## config.mk

```make
export PLATFORM = sky130hd
export DESIGN_NAME = envelope_decimator
export DESIGN_NICKNAME = d
export VERILOG_FILES = /design/src/rtl/envelope_decimator.sv
export SDC_FILE = /design/constraint.sdc
export NUM_CORES = 1
export LEC_CHECK = 0
export ABC_AREA = 1
export BUFFER_PORTS_ARGS = -buffer_cell sky130_fd_sc_hd__buf_2
export CAP_MARGIN = 20
export CORE_ASPECT_RATIO = 1.2
export CORE_MARGIN = 8
export CORE_UTILIZATION = 39
export CTS_CLUSTER_SIZE = 40
export DETAILED_ROUTE_END_ITERATION = 10
export SYNTH_ARGS = -nofsm -noshare
export SYNTH_HDL_FRONTEND = slang
export SYNTH_SLANG_ARGS = --single-unit
```

## constraint.sdc

```tcl
create_clock -name CLK -period 2.6 [get_ports CLK]
set_clock_uncertainty 0.05 [all_clocks]
set_input_delay 0.39 -clock CLK [delete_from_list [all_inputs] [get_ports CLK]]
set_output_delay 0.39 -clock CLK [all_outputs]
set_load 0.1 [all_outputs]
```

## src/rtl/envelope_decimator.sv

```systemverilog
// Block-averaging decimator for the envelope stream: every DECIM accepted
// samples are summed, truncated to their mean and queued in a small FWFT FIFO.
module envelope_decimator #(
  parameter int DECIM      = 16,
  parameter int FIFO_DEPTH = 8
) (
  input  logic                          CLK,
  input  logic                          RST,
  input  logic [31:0]                   in_data,
  input  logic                          in_valid,
  output logic [31:0]                   out_data,
  output logic                          out_valid,
  input  logic                          out_ready,
  output logic [$clog2(FIFO_DEPTH):0]   fifo_count,
  output logic                          overflow
);

  localparam int LOG_D = $clog2(DECIM);
  localparam int AW    = 32 + LOG_D;
  localparam int PW    = $clog2(FIFO_DEPTH);
  localparam int CW    = PW + 1;

  logic [AW-1:0] acc;
  logic [LOG_D-1:0] cnt;
  logic [31:0] mem [FIFO_DEPTH];
  logic [PW-1:0] wr_ptr;
  logic [PW-1:0] rd_ptr;
  logic [CW-1:0] count;

  logic [AW-1:0] sum;
  logic [31:0] avg;
  logic window_done;
  logic full;
  logic pop;
  logic push;
  logic drop;

  // Handshake: the input side has no ready; a sample is taken on every edge
  // with in_valid high. The output side pops the head on every edge where
  // out_valid && out_ready; out_valid depends only on registered occupancy.
  always_comb begin
    sum         = acc + {{LOG_D{1'b0}}, in_data};
    avg         = sum[AW-1:LOG_D];
    window_done = in_valid && (cnt == LOG_D'(DECIM - 1));
    full        = (count == CW'(FIFO_DEPTH));
    pop         = (count != '0) && out_ready;
    // A full FIFO still accepts a new average when the head leaves on the same edge.
    push        = window_done && (!full || pop);
    drop        = window_done && full && !pop;
  end

  always_ff @(posedge CLK) begin
    if (RST) begin
      acc      <= '0;
      cnt      <= '0;
      wr_ptr   <= '0;
      rd_ptr   <= '0;
      count    <= '0;
      overflow <= 1'b0;
      for (int i = 0; i < FIFO_DEPTH; i++) begin
        mem[i] <= '0;
      end
    end else begin
      if (in_valid) begin
        if (window_done) begin
          acc <= '0;
          cnt <= '0;
        end else begin
          acc <= sum;
          cnt <= cnt + LOG_D'(1);
        end
      end
      if (push) begin
        mem[wr_ptr] <= avg;
        wr_ptr      <= wr_ptr + PW'(1);
      end
      if (pop) begin
        rd_ptr <= rd_ptr + PW'(1);
      end
      case ({push, pop})
        2'b10:   count <= count + CW'(1);
        2'b01:   count <= count - CW'(1);
        default: count <= count;
      endcase
      if (drop) begin
        overflow <= 1'b1;
      end
    end
  end

  assign out_data   = mem[rd_ptr];
  assign out_valid  = (count != '0);
  assign fifo_count = count;

endmodule

```

# --- Yosys cells after proc, flatten, opt, wreduce, memory -nomap -nowiden ---
# Memories as Yosys holds them, arrays and structs flattened. A register that Yosys moved wholly into a read port is not among the register bits.
# Index checks and enable logic that the tools add are counted.
classes:
  add_sub_neg: 6
  n_eq_ne: 4
  mux: 13
  reduce_logical: 11
ops:
  columns: ["cell", "count"]
  rows:
  - ["$add A36 B32 Y36", 1]
  - ["$mux W36", 1]
  - ["$mux W32", 1]
  - ["$reduce_or A32 Y1", 1]
  - ["$mux W3", 3]
  - ["$add A4 B1 Y4 const B", 2]
  - ["$eq A4 B4 Y1 const B", 2]
  - ["$pmux W4 S2", 1]
  - ["$add A3 B1 Y3 const B", 2]
  - ["$mux W1", 6]
  - ["$logic_and A1 B1 Y1", 5]
  - ["$mux W4", 1]
  - ["$reduce_bool A4 Y1", 1]
  - ["$sub A4 B1 Y4 const B", 1]
  - ["$eq A2 B1 Y1 const B", 1]
  - ["$eq A2 B2 Y1 const B", 1]
  - ["$logic_not A1 Y1", 2]
  - ["$reduce_bool A2 Y1", 1]
  - ["$logic_or A1 B1 Y1", 1]
word_totals:
  ff_bits: 51
  mem_bits_rw: 256
  input_bits: 36
  out_inout_bits: 38
  mem_count: 1
memory_table:
  columns: ["name", "words", "word_bits", "read_ports", "rd_clocked_by_memory_dff", "wr", "line", "rtl"]
  rows:
  - ["mem", 8, 32, 1, 1, 8, "25", "logic [31:0] mem [FIFO_DEPTH];"]

# --- Logic depth before layout (Yosys ltp) ---
# Gate-level depths: netlist of run 1.
logic_depth:
  ltp_word: 9
  depth_mapped: 15
  depth_no_buf: 15

# --- Worst setup path before layout of run 1 ---
# OpenSTA, ideal clock, no wires.
synth_path:
  path_type: "reg-to-reg"
  start: "register count[3] (netlist: fifo_count[3])"
  end: "memory mem[5][0], enable pin"
  arrival_time_ns: 3.235
  setup_slack_ns: -1.074
  stages_incl_launch_ff: 10
  period_less_slack_ns: 3.674
  cell_sequence: "dfxtp_1 -> inv_1 -> nand3_2 -> nand2_1 -> nand4_1 -> nand2_4 -> nor2_4 -> nand2_2 -> buf_2 -> nand2_1"
synth_lines:
  columns: ["element", "line", "rtl"]
  rows:
  - ["start, declared", "28", "logic [CW-1:0] count;"]
  - ["start signal, assigned", "81", "2'b10: count <= count + CW'(1);"]
  - ["start signal, assigned", "82", "2'b01: count <= count - CW'(1);"]
  - ["start signal, assigned", "83", "default: count <= count;"]
  - ["end, declared", "25", null]

==> metrics list, run 1 <==
- The run finished, with violations left.
- Violated checks: setup timing
- The worst hold path begins at in_valid.
- Horizontal die dimension: between 150 and 200 um
* Floorplan Core Area: 0.0396 sq mm
- Summed over all cells, the static leakage comes to 7.93 nW.
* Busiest layer in global routing: met2
- Met3 usage in global routing: ~2.5%
- After synthesis, the cell types taking the most area are edfxtp_1 (49%), nor2_1 (13%), dfxtp_1 (6.9%), nand2_1 (5.7%), o21ai_0 (4.7%).
* Arr. time, crit path: 2.20 ns
- The path with the worst hold slack has its endpoint at cnt[0]$_SDFFE_PP0P_.
- For the worst setup path, the data required time is 2.16 ns.
* Synthesized area: 0.0156 sq mm
- GR Util met2: between 30% and 40%
- Library cell occupying the most area in the post-synthesis netlist: edfxtp_1
* Number of DRC violations after detailed-routing iteration 0: 1311
- CTS tree: yes
- For this run, asynchronously set or reset flops after synthesis account for 0%.
- For this block, the routed nets add up to ~49 mm of wire.
- Global routing used 19.7% of the available tracks across all layers.
- Power density over cell area: around 1000 mW/mm^2
* Max-Slew Margin vs Limit: between 60% and 70%
- The worst setup path is captured at a primary output.
- Share of Yosys cell area claimed by the top area cell type: 49.3%
- The number of antenna diodes in the final layout is 0.
- 74 I/O pins were placed.
- Entering global routing, the biggest net connects 45 pins.
- The share of the Yosys chip area taken by registers is between 50% and 60%.
* Count of max-cap constraint violations: 0
- The worst register-to-register path begins at fifo_count[1]$_SDFFE_PP0P_.
* Final clock period utilization by the worst path: 101%
- The worst hold path passes through 3 cells.
* Global-route wire length before repair: 71.8 mm
* Setup repair after global routing missed its margin: yes
- Before antenna repair, the detailed router went through 5 iterations.
- In the final design database the tool counted between 1500 and 2000 nets.
* Number of synthesized register bits: 310
- The die is about 240 um tall.
- Register clock-pin slew on the reported worst setup and hold paths: approximately 0.060 ns
- CTS Buf Count: 31
* Initial Utilization: between 30% and 40%
* Std-Cell Rows: 80
- The worst register-to-register path has a depth of 15.
* Gate Count Post-Synth: between 1500 and 2000
- Prior to clock tree synthesis, the placed netlist has a worst setup slack of between 0.007 and 0.008 ns.
- Along the worst path, the maximum fanout reaches 11.
- Worst Setup Start Kind: register
- The number of global-route vias before repair was 12600.
- Antenna-violating nets left: 0
* # H-tree levels: 1
- DR DRC count: 0
- Clock latency at the later pin of the worst-skew pair: between 0.5 and 0.6 ns
- Vias after detailed routing: between 10000 and 15000
- The wire-length estimate of the detail-placed layout is slightly below 30 mm.
- Slack of the critical path: -0.0387 ns
- The number of antenna violations at the first check in global routing is 0.
- Vias per inst: 5.25
- The commonest cells after synthesis are nor2_1 (549), edfxtp_1 (256), nand2_1 (237).
* Distinct cell type count after synthesis: 39
* Setup TNS: -0.0387 ns
- Number of I/O port buffers: 73
- Tmin final: 2.64 ns
- The die covers 0.0467 sq mm.
- Setup violations remaining at the end of the flow were counted as 1.
* Cell with the most instances after synthesis: nor2_1
- For this run, the top clock speed supported by timing is between 300 and 400 MHz.
* Endpoint of the most critical register-to-register path: fifo_count[3]$_SDFFE_PP0P_
- Register-to-register path setup slack: ~0.17 ns
* Slew Viols, Final: 0
- Share of post-route cells with drive strength above 1: 18.5%
- Across the VDD grid, the largest voltage drop is 0.000605 V.
- The number of endpoints with negative hold slack in the final report is 0.
* Primary flip-flop cell chosen by synthesis mapping: edfxtp_1
* Worst hold path class: in2reg
* Routed length per placed instance: 19.9 um
- Summing all non-filler instances in the final layout gives an area of 0.0198 sq mm.
- Sum of overflow across all layers after global routing: 0
* Buffer depth of the longest clock path: 3
- CTS Sinks: 310
- Yosys mapped a number of flops with a built-in enable equal to roughly 260.
- Yosys warning count: 0
* Cell at the root of the clock tree: clkbuf_16
- For the pin with the worst max-slew slack, the measured transition is roughly 0.56 ns.
* Weighted congestion reported at the end of routability-driven placement: roughly 0.96
- Once placement finished, the instance area stood at around 0.018 sq mm.
- Averaged over all synthesized cells, the footprint is slightly below 9 sq um.
* Synth Net Count: 1856
- Fraction of met1 tracks used by global routing: between 20% and 30%
- Kind of critical path: reg2out
* Layout Area Growth over Synthesis: 27.2%
[what timing repair did]
item | in CTS | in global routing
setup buffers | 3 | 16
resized for setup | 38 | 80
gates cloned | 6 | 19
hold buffers | 0 | 0
endpoints found under the setup margin | 26 | 43
pin swaps | 7 | 32
[final cells by class]
cell class	count	area [sq um]
Inverter	122	477
Tap cell	533	667
Timing Repair inverter	1	11.3
Multi-Input combinational cell	1264	6490
Sequential cell	310	8790
Clock buffer	42	837
Timing Repair Buffer	183	2420
Clock inverter	15	145
Fill cell	3664	19800
[critical path, cell delays in order (launching register included)]
cell and delay (ns):
dfxtp_4 0.40, buf_6 0.15, buf_8 0.14, clkbuf_16 0.17, nor2_1 0.06, o22ai_1 0.15, nor2_1 0.11, a31oi_4 0.24
buf_12 0.21
[cell families after synthesis]
family,count (synthesis),synth area share [%]
AOI/OAI and AO/OA,302,10.4
xor gates and xnor gates,18,1.30
adders and majority gates,40,3.31
buffers and inverters,206,5.29
DFF,310,56.2
and+or+nand+nor,904,23.5
[layer usage]
metal | up-vias | wire [um]
met5 | - | 0
met4 | 0 | 1730
met3 | 98 | 3050
met2 | 467 | 24900
met1 | 6169 | 19600
li1 | 6236 | -
[through the flow]
step                      std cells  power, mW  utilization, %  hold WS (ns)
after floorplan                1780       11.6               -         0.362
after global placement         2370       14.3            44.8         0.379
after detailed placement       2370       14.4            44.8         0.387
after CTS                      2436       19.4            48.1         0.127
after global routing           2470       21.2            50.0         0.170
final                          2470       20.5            50.0         0.145
[state kept, by name, summed over array words and instances (netlist names), named ones only]
| register | count |
|---|---|
| mem | 256 |
| fifo_count | 4 |
| acc | 36 |
| rd_ptr | 3 |
| overflow | 1 |
| wr_ptr | 3 |
| cnt | 4 |
[report_power, final]
part | internal, mW | leakage [nW] | total (mW) | switching (mW)
Clock | 2.53 | 0.475 | 4.42 | 1.89
Combinational | 3.79 | 4.45 | 10.2 | 6.44
Sequential | 5.65 | 3.01 | 5.81 | 0.159
Total | 12.0 | 7.93 | 20.5 | 8.49
[worst max path at each step]
stage | endpoint | slack [ns] | depth (start not counted)
after detailed placement | mem[1][8]$_SDFFCE_PN0P_ | 0.008 | 15
after global routing | out_data[28] | -0.07 | 8
after CTS | out_data[8] | -0.07 | 6
final | out_data[28] | -0.04 | 8
after floorplan | fifo_count[3]$_SDFFE_PP0P_ | -0.04 | 15
after global placement | mem[2][8]$_SDFFCE_PN0P_ | 0.05 | 15
[cells in the final DEF, fill, tap and decap left out, types with 33 or more instances in the layout]
master / n
nor2_1: 540
edfxtp_1: 256
nand2_1: 228
o21ai_0: 117
inv_1: 109
a21oi_1: 76
buf_4: 54
buf_12: 52
dfxtp_1: 48
clkbuf_16: 48
nand3_1: 43
buf_2: 41
ha_1: 35
nand2_2: 33
No activity file was read; power rests on OpenSTA's default activity.
==> run 2: changes to the inputs <==
--- a/config.mk
+++ b/config.mk
@@ -10,9 +10,10 @@
 export CAP_MARGIN = 20
 export CORE_ASPECT_RATIO = 1.2
 export CORE_MARGIN = 8
-export CORE_UTILIZATION = 39
+export CORE_UTILIZATION = 30
 export CTS_CLUSTER_SIZE = 40
 export DETAILED_ROUTE_END_ITERATION = 10
+export PLACE_DENSITY = 0.49
 export SYNTH_ARGS = -nofsm -noshare
 export SYNTH_HDL_FRONTEND = slang
 export SYNTH_SLANG_ARGS = --single-unit
==> run 2 against run 1 <==
Against the previous run: the flow still finishes with violations (setup timing); critical path depth stayed put; register-to-register slack better by 0.04 ns; routed wire length is 3.1% higher; worst hold slack worse by 0.042 ns; combinational power is 6% lower; sequential power hardly changed; utilization is 12 points lower; sequential cell count stayed put; power is 2.1% lower; non-clock buffer count is 25 lower; first-iteration DRC count is 31% lower; clock power is 4.8% higher; highest routed layer unchanged.
==> metrics list, run 2 (synthesis results as in run 1) <==
- The area taken by flip-flops and latches was 0.00879 sq mm (unchanged).
- The slew of the pin with the lowest slew margin was 0.571 ns (was 0.556 ns).
- The wire length per cell is 19.4 um (was 19.9 um).
- The CTS tree is yes (unchanged).
- The count of non-filler cells in the finished layout was 2613 (was 2470).
- Total GRT Usage: 16.4% (was 19.7%)
- Leading cell type in the layout, fill and taps excluded: nor2_1 (unchanged)
* Endpoint of the most critical register-to-register path: fifo_count[3]$_SDFFE_PP0P_ (unchanged)
- Weighted congestion reported at the end of routability-driven placement: 0.864 (was 0.959)
- The number of violations of the max-capacitance limit came to 0 (unchanged).
- The total wire length after detailed routing came to 50.7 mm (was 49.2 mm).
- The final worst-path setup slack is -0.00406 ns (was -0.0387 ns).
- Largest net degree at the start of global routing: 58 (was 45)
* Register-to-register path setup slack: 0.21 ns (was 0.17 ns)
* Net count reported at finish: 1966 (was 1989)
- Instance count along the most critical hold path: 2 (was 3)
* Startpoint of the worst-slack reg-to-reg timing path: fifo_count[1]$_SDFFE_PP0P_ (unchanged)
* Combined area of the multi-input logic cells: 0.00653 sq mm (was 0.00649 sq mm)
- Number of global-route vias before repair: 12500 (was 12600)
* Post-CTS Hold Buffers: 0 (unchanged)
* Layout Area Growth over Synthesis: 25.8% (was 27.2%)
* Arr. time, crit path: 2.16 ns (was 2.20 ns)
* Vias per inst: 4.85 (was 5.25)
* Highest attainable clock frequency: 384 MHz (was 379 MHz)
- Antenna diodes: 0 (unchanged)
* Largest register by flop count: mem (unchanged)
* Worst-path maximum fanout: 8 (was 11)
* Worst hold path class: in2reg (unchanged)
- Final clock period utilization by the worst path: 100% (was 101%)
- Power consumption: 20.0 mW (was 20.5 mW)
* CTS Sinks: 310 (unchanged)
- Initial Utilization: 30.4% (was 39.3%)
- Setup repair after global routing missed its margin: yes (unchanged)
* CTS Buf Count: 34 (was 31)
- Number of antenna violations at the first check in global routing: 0 (unchanged)
* Util after Layout: 38.2% (was 50.0%)
* Sum of overflow across all layers after global routing: 0 (unchanged)
* Registers with the most flip-flops: mem: 256 flops, acc: 36 flops (unchanged)
- Max-Slew Margin vs Limit: 62.0% (was 62.7%)
- The worst-case setup slack after placement came to 0.0667 ns (was 0.00798 ns).
* Leakage power summed over all cells: 7.73 nW (was 7.93 nW)
- The cell row count is 91 (was 80).
- Buffer depth of the longest clock path: 3 (unchanged)
* Area enclosed by the die boundary: 0.0596 sq mm (was 0.0467 sq mm)
- The area of the core came to 0.0514 sq mm (was 0.0396 sq mm).
- Number of DRC violations after detailed-routing iteration 0: 907 (was 1311)
* Clock latency at the later pin of the worst-skew pair: 0.53 ns (was 0.57 ns)
- Layout Cell Area excl Fill: 0.0196 sq mm (was 0.0198 sq mm)
- Register clock-pin slew on the reported worst setup and hold paths: 0.05 ns (was 0.06 ns)
* Setup violations, final: 1 (unchanged)
* Horizontal die dimension: 224 um (was 199 um)
- Cell at the root of the clock tree: clkbuf_16 (unchanged)
- Kind of critical path: reg2out (unchanged)
- The data required time of the worst path is 2.16 ns (about the same).
- Violated checks: setup timing (unchanged)
* First-pass detailed-route iteration total: 5 (unchanged)
- Share of post-route cells with drive strength above 1: 18.0% (was 18.5%)
* HPWL after detailed placement: 30.4 mm (was 29.6 mm)
- IO Pins: 74 (unchanged)
- Y dimension of the die: 266 um (was 235 um)
- The number of endpoints with negative hold slack in the final report was 0 (unchanged).
- Global-route wire length before repair: 75.3 mm (was 71.8 mm)
* Number of I/O port buffers: 73 (unchanged)
- The total power divided by cell area came to 1020 mW/mm^2 (was 1030 mW/mm^2).
- Highest-count cells in the layout ignoring fill and taps: nor2_1 (543), edfxtp_1 (256), nand2_1 (228), o21ai_0 (123), inv_1 (109) (was nor2_1 (540), edfxtp_1 (256), nand2_1 (228), o21ai_0 (117), inv_1 (109)).
* Max FFs per register: 256 (unchanged)
- The final-report max-slew violation count is 0 (unchanged).
- The placed standard-cell area was 0.0179 sq mm (was 0.0178 sq mm).
- Worst hold start: RST (was in_valid)
- Run status: complete, but fails checks (unchanged).
* Maximum ir drop on the vdd rail: 0.000479 V (was 0.000605 V)
- The cell count after placement came to 2533 (was 2370).
- Worst Setup Start Kind: register (unchanged)
* Tmin final: 2.60 ns (was 2.64 ns)
- Endpoint type of the worst setup path: primary output (unchanged)
- # H-tree levels: 2 (was 1)
- Antenna-violating nets left: 0 (unchanged)
- The fill cell instance count of the final layout is 5152 (was 3664).
- The depth of the most critical reg-to-reg path is 15 (unchanged).
- The residual DRC count came to 0 (unchanged).
- The total via count in the routed design was 12700 (was 13000).
- The endpoint of the most critical setup path is out_data[28] (unchanged).
-- run 2: cell types whose count changed in the layout (fill, tap and decap cells not counted), moves of 7 or more --
cell / delta
buf_4: -7
clkbuf_16: -9
o21ai_2: +8
buf_6: +8
o21ai_1: -14
buf_12: -12
-- run 2: routing by layer --
layer  vias to the layer above  share of wire [%]  track usage [%]
li1                       6176                  -                -
met1                      6142                 42             20.0
met2                       282                 51             29.7
met3                        72                4.2             2.09
met4                         0                2.9             5.11
met5                         -                  0                0
-- run 2: worst max-delay path, stage by stage, from the launching register on --
cell and delay, ns:
dfxtp_4 0.43, buf_12 0.17, buf_16 0.13, buf_12 0.13, o21ai_2 0.07, o22ai_2 0.16, nor2_1 0.08, a31oi_4 0.24
buf_12 0.21
-- run 2: how the worst min path moves through the flow --
stage / end / slack, ns
2_1_floorplan: register / 0.36
3_3_place_gp: rd_ptr[2]$_SDFFE_PP0N_ / 0.39
3_5_place_dp: rd_ptr[2]$_SDFFE_PP0N_ / 0.39
4_1_cts: wr_ptr[2]$_SDFFE_PP0P_ / 0.09
5_1_grt: wr_ptr[2]$_SDFFE_PP0P_ / 0.09
6_report: wr_ptr[2]$_SDFFE_PP0P_ / 0.10
-- run 2: timing repair --
action                                  CTS  global route
gates resized for setup                  29            74
endpoints found under the setup margin   32            37
pin swaps                                 3            21
cloned                                    6             5
setup buffers                             3             6
-- run 2: layout make-up --
class                      instances  share of cell area, %
clock buffer                      43                   4.61
clock inverter                    19                  0.701
inverter                         122                   2.40
multi-input combinational       1264                   33.3
sequential                       310                   44.8
tap                              697                   4.44
timing repair buffer             158                   9.77
-- run 2: where the power goes --
| part | leakage [nW] | switching, mW | internal, mW | total [mW] |
|---|---|---|---|---|
| Clock | 0.513 | 2.04 | 2.59 | 4.63 |
| Combinational | 4.21 | 6.28 | 3.31 | 9.59 |
| Sequential | 3.01 | 0.175 | 5.65 | 5.82 |
| Total | 7.73 | 8.49 | 11.5 | 20.0 |
-- run 2: metrics by stage --
stage	hold WS, ns	setup TNS (ns)
after floorplan	0.362	-0.0436
after global placement	0.391	0
after detailed placement	0.386	0
after CTS	0.0864	-0.235
after global routing	0.0867	-0.852
final	0.103	-0.00406
==> run 3: changes to the inputs <==
--- a/config.mk
+++ b/config.mk
@@ -8,11 +8,11 @@
 export ABC_AREA = 1
 export BUFFER_PORTS_ARGS = -buffer_cell sky130_fd_sc_hd__buf_2
 export CAP_MARGIN = 20
-export CORE_ASPECT_RATIO = 1.2
 export CORE_MARGIN = 8
 export CORE_UTILIZATION = 30
 export CTS_CLUSTER_SIZE = 40
 export DETAILED_ROUTE_END_ITERATION = 10
+export GPL_TIMING_DRIVEN = 0
 export PLACE_DENSITY = 0.49
 export SYNTH_ARGS = -nofsm -noshare
 export SYNTH_HDL_FRONTEND = slang
==> run 3 against run 2 <==
Against the previous run: the run still ends with setup timing left; routed wire length increased by 2.2%; power decreased by 1.6%; utilization decreased by 0.68 points.
==> metrics list, run 3 (synthesis results as in run 1) <==
* Run status: complete, but fails checks (unchanged)
- Violated checks: setup timing (unchanged)
* Dominant cell type by count on the critical path: buf_8 (was buf_12)
* Max FFs per register: 256 (unchanged)
- # H-tree levels: 2 (unchanged)
- The power share of the combinational group was 45.0% (was 47.9%).
- Endpoint type of the worst setup path: primary output (unchanged)
- The clock sink total is 310 (unchanged).
* Number of antenna violations at the first check in global routing: 1 (was 0)
* Sw frac: 43.4% (was 42.4%)
* Total GRT Usage: 16.9% (was 16.4%)
- DR DRC count: 0 (unchanged)
- The vertical die dimension is 244 um (was 266 um).
* Cell at the root of the clock tree: clkbuf_16 (unchanged)
- Antenna diodes: 0 (unchanged)
* Largest net degree at the start of global routing: 33 (was 58)
- The number of violations of the max-capacitance limit is 0 (unchanged).
- Floorplan Core Area: 0.0514 sq mm (about the same)
- The utilization after layout is 37.5% (was 38.2%).
* Slack of the critical path: -0.0209 ns (was -0.00406 ns)
- Kind of cell with the highest combined delay on the critical path: buffers and inverters (unchanged)
- The die outline area is 0.0595 sq mm (was 0.0596 sq mm).
- Maximum single-stage delay on the critical path: 0.38 ns (was 0.43 ns)
* Sum of overflow across all layers after global routing: 0 (unchanged)
* Post-Place Setup Slack: -0.496 ns (was 0.0667 ns)
* Worst-path maximum fanout: 9 (was 8)
- Setup repair after global routing missed its margin: yes (unchanged).
- Weighted congestion reported at the end of routability-driven placement: 0.904 (was 0.864)
* CTS tree: yes (unchanged)
* CTS Buf Count: 38 (was 34)
- Layout Area Growth over Synthesis: 23.7% (was 25.8%)
* Power consumption: 19.7 mW (was 20.0 mW)
- Horizontal die dimension: 244 um (was 224 um)
- The count of non-filler cells in the finished layout was 2611 (was 2613).
- Highest-count cells in the layout ignoring fill and taps: nor2_1 (537), edfxtp_1 (256), nand2_1 (225), o21ai_0 (132), inv_1 (107) (was nor2_1 (543), edfxtp_1 (256), nand2_1 (228), o21ai_0 (123), inv_1 (109))
* Clock latency at the later pin of the worst-skew pair: 0.55 ns (was 0.53 ns)
- The top-level port count came to 74 (unchanged).
- Register clock-pin slew on the reported worst setup and hold paths: 0.06 ns (was 0.05 ns)
- Largest register by flop count: mem (unchanged)
- Leakage power summed over all cells: 7.57 nW (was 7.73 nW)
* Number of DRC violations after detailed-routing iteration 0: 1014 (was 907)
* Registers with the most flip-flops: mem: 256 flops, acc: 36 flops (unchanged)
* Cell Int Power: 11.2 mW (was 11.5 mW)
- Routed Wire Length: 51.8 mm (was 50.7 mm)
- Part of the power in registers: 29.4% (was 29.1%)
- Final Hold Fails: 0 (unchanged)
- Placed cell area: 0.0172 sq mm (was 0.0179 sq mm)
- Max-Slew Margin vs Limit: 35.0% (was 62.0%)
- Layout Cell Area excl Fill: 0.0193 sq mm (was 0.0196 sq mm)
- The count of port buffers added during placement came to 72 (was 73).
- Worst Tran Pin Value: 0.968 ns (was 0.571 ns)
- The cell count after placement came to 2533 (unchanged).
* Register area: 0.00879 sq mm (unchanged)
* Worst hold path class: in2reg (unchanged)
- Leading cell type in the layout, fill and taps excluded: nor2_1 (unchanged)
* Data required, critical path: 2.16 ns (about the same)
* Worst Setup Start Kind: register (unchanged)
- The multi-input logic area came to 0.00660 sq mm (was 0.00653 sq mm).
- Post-CTS Hold Buffers: 0 (unchanged)
* Switching power total: 8.55 mW (was 8.49 mW)
- The final-report max-slew violation count was 0 (unchanged).
* Share of post-route cells with drive strength above 1: 19.0% (was 18.0%)
* Global-route wire length before repair: 77.3 mm (was 75.3 mm)
- The worst vdd rail ir drop is 0.000380 V (was 0.000479 V).
- Setup TNS: -0.0541 ns (was -0.00406 ns)
* Buffer depth of the longest clock path: 3 (unchanged)
- Net count reported at finish: 1977 (was 1966)
- The starting density of the core came to 30.3% (was 30.4%).
* HPWL after detailed placement: 36.1 mm (was 30.4 mm)
* Highest attainable clock frequency: 382 MHz (was 384 MHz)
- Arr. time, crit path: 2.18 ns (was 2.16 ns)
- Cell-by-cell listing of the critical path: inv_4 > buf_8 > buf_8 > clkbuf_16 > nor2_1 > o22ai_1 > nor2_2 > a31oi_4 > buf_12 (was buf_12 > buf_16 > buf_12 > o21ai_2 > o22ai_2 > nor2_1 > a31oi_4 > buf_12).
- First-pass detailed-route iteration total: 6 (was 5)
- Kind of critical path: reg2out (unchanged)
- WHS: 0.107 ns (was 0.103 ns)
- Std-Cell Rows: 83 (was 91)
- The number of global-route vias before repair is 12700 (was 12500).
- Vias per inst: 4.88 (was 4.85)
- Fillers: 5241 (was 5152)
- Vias after detailed routing: 12700 (about the same)
* Power density over cell area: 1020 mW/mm^2 (about the same)
- Share of power burned in the clock network: 25.6% (was 23.1%)
* Routed length per placed instance: 19.8 um (was 19.4 um)
- Final clock period utilization by the worst path: 101% (was 100%)
- Critical-path cell with the highest stage delay: dfxtp_4 (unchanged)
- Setup violations, final: 6 (was 1)
- Antenna-violating nets left: 0 (unchanged)
- The clock period minus final worst setup slack is 2.62 ns (was 2.60 ns).
- The worst path buffer plus inverter count was 5 (was 4).
## run 3: path summary, 6_finish.rpt
kind | from | to | slack, ns | depth (start not counted)
hold / removal | in_valid | cnt[0]$_SDFFE_PP0P_ | 0.11 | 2
setup reg to reg | cnt[0]$_SDFFE_PP0P_ | mem[6][22]$_SDFFCE_PN0P_ | 0.14 | 8
hold reg to reg | rd_ptr[2]$_SDFFE_PP0N_ | rd_ptr[2]$_SDFFE_PP0N_ | 0.41 | 1
setup / recovery | register | out_data[30] | -0.02 | 9
## run 3: timing repair
action                                  4_1_cts  5_1_grt
endpoints found under the hold margin         0        0
pin swaps                                    20       25
buffers inserted                              3        3
gates resized for setup                     232       46
cloned                                        2        0
endpoints found under the setup margin      227      233
## run 3: layout make-up
class,instances,share of cell area (%)
plain buffers,84,3.65
clock buffers,46,5.30
clock inverters,24,0.733
inverters,122,2.41
multi-input cells,1265,34.2
flip-flops and latches,310,45.6
well taps,680,4.41
repair buffers,80,3.72
## run 3: metal layers
layer	vias to the layer above	part of all wire, %	global-route usage [%]
li1	6205	-	-
met1	6109	45	22.3
met2	354	47	28.6
met3	80	5.2	2.61
met4	0	2.4	4.96
met5	-	0	0
## run 3: power by group through the flow
stage / clock [mW] / combinational, mW / sequential (mW)
after floorplan: 0 / 5.58 / 5.97
after global placement: 0 / 7.59 / 5.87
after detailed placement: 0 / 7.63 / 5.89
after CTS: 5.14 / 8.78 / 5.80
after global routing: 5.30 / 9.43 / 5.83
final: 5.04 / 8.88 / 5.80
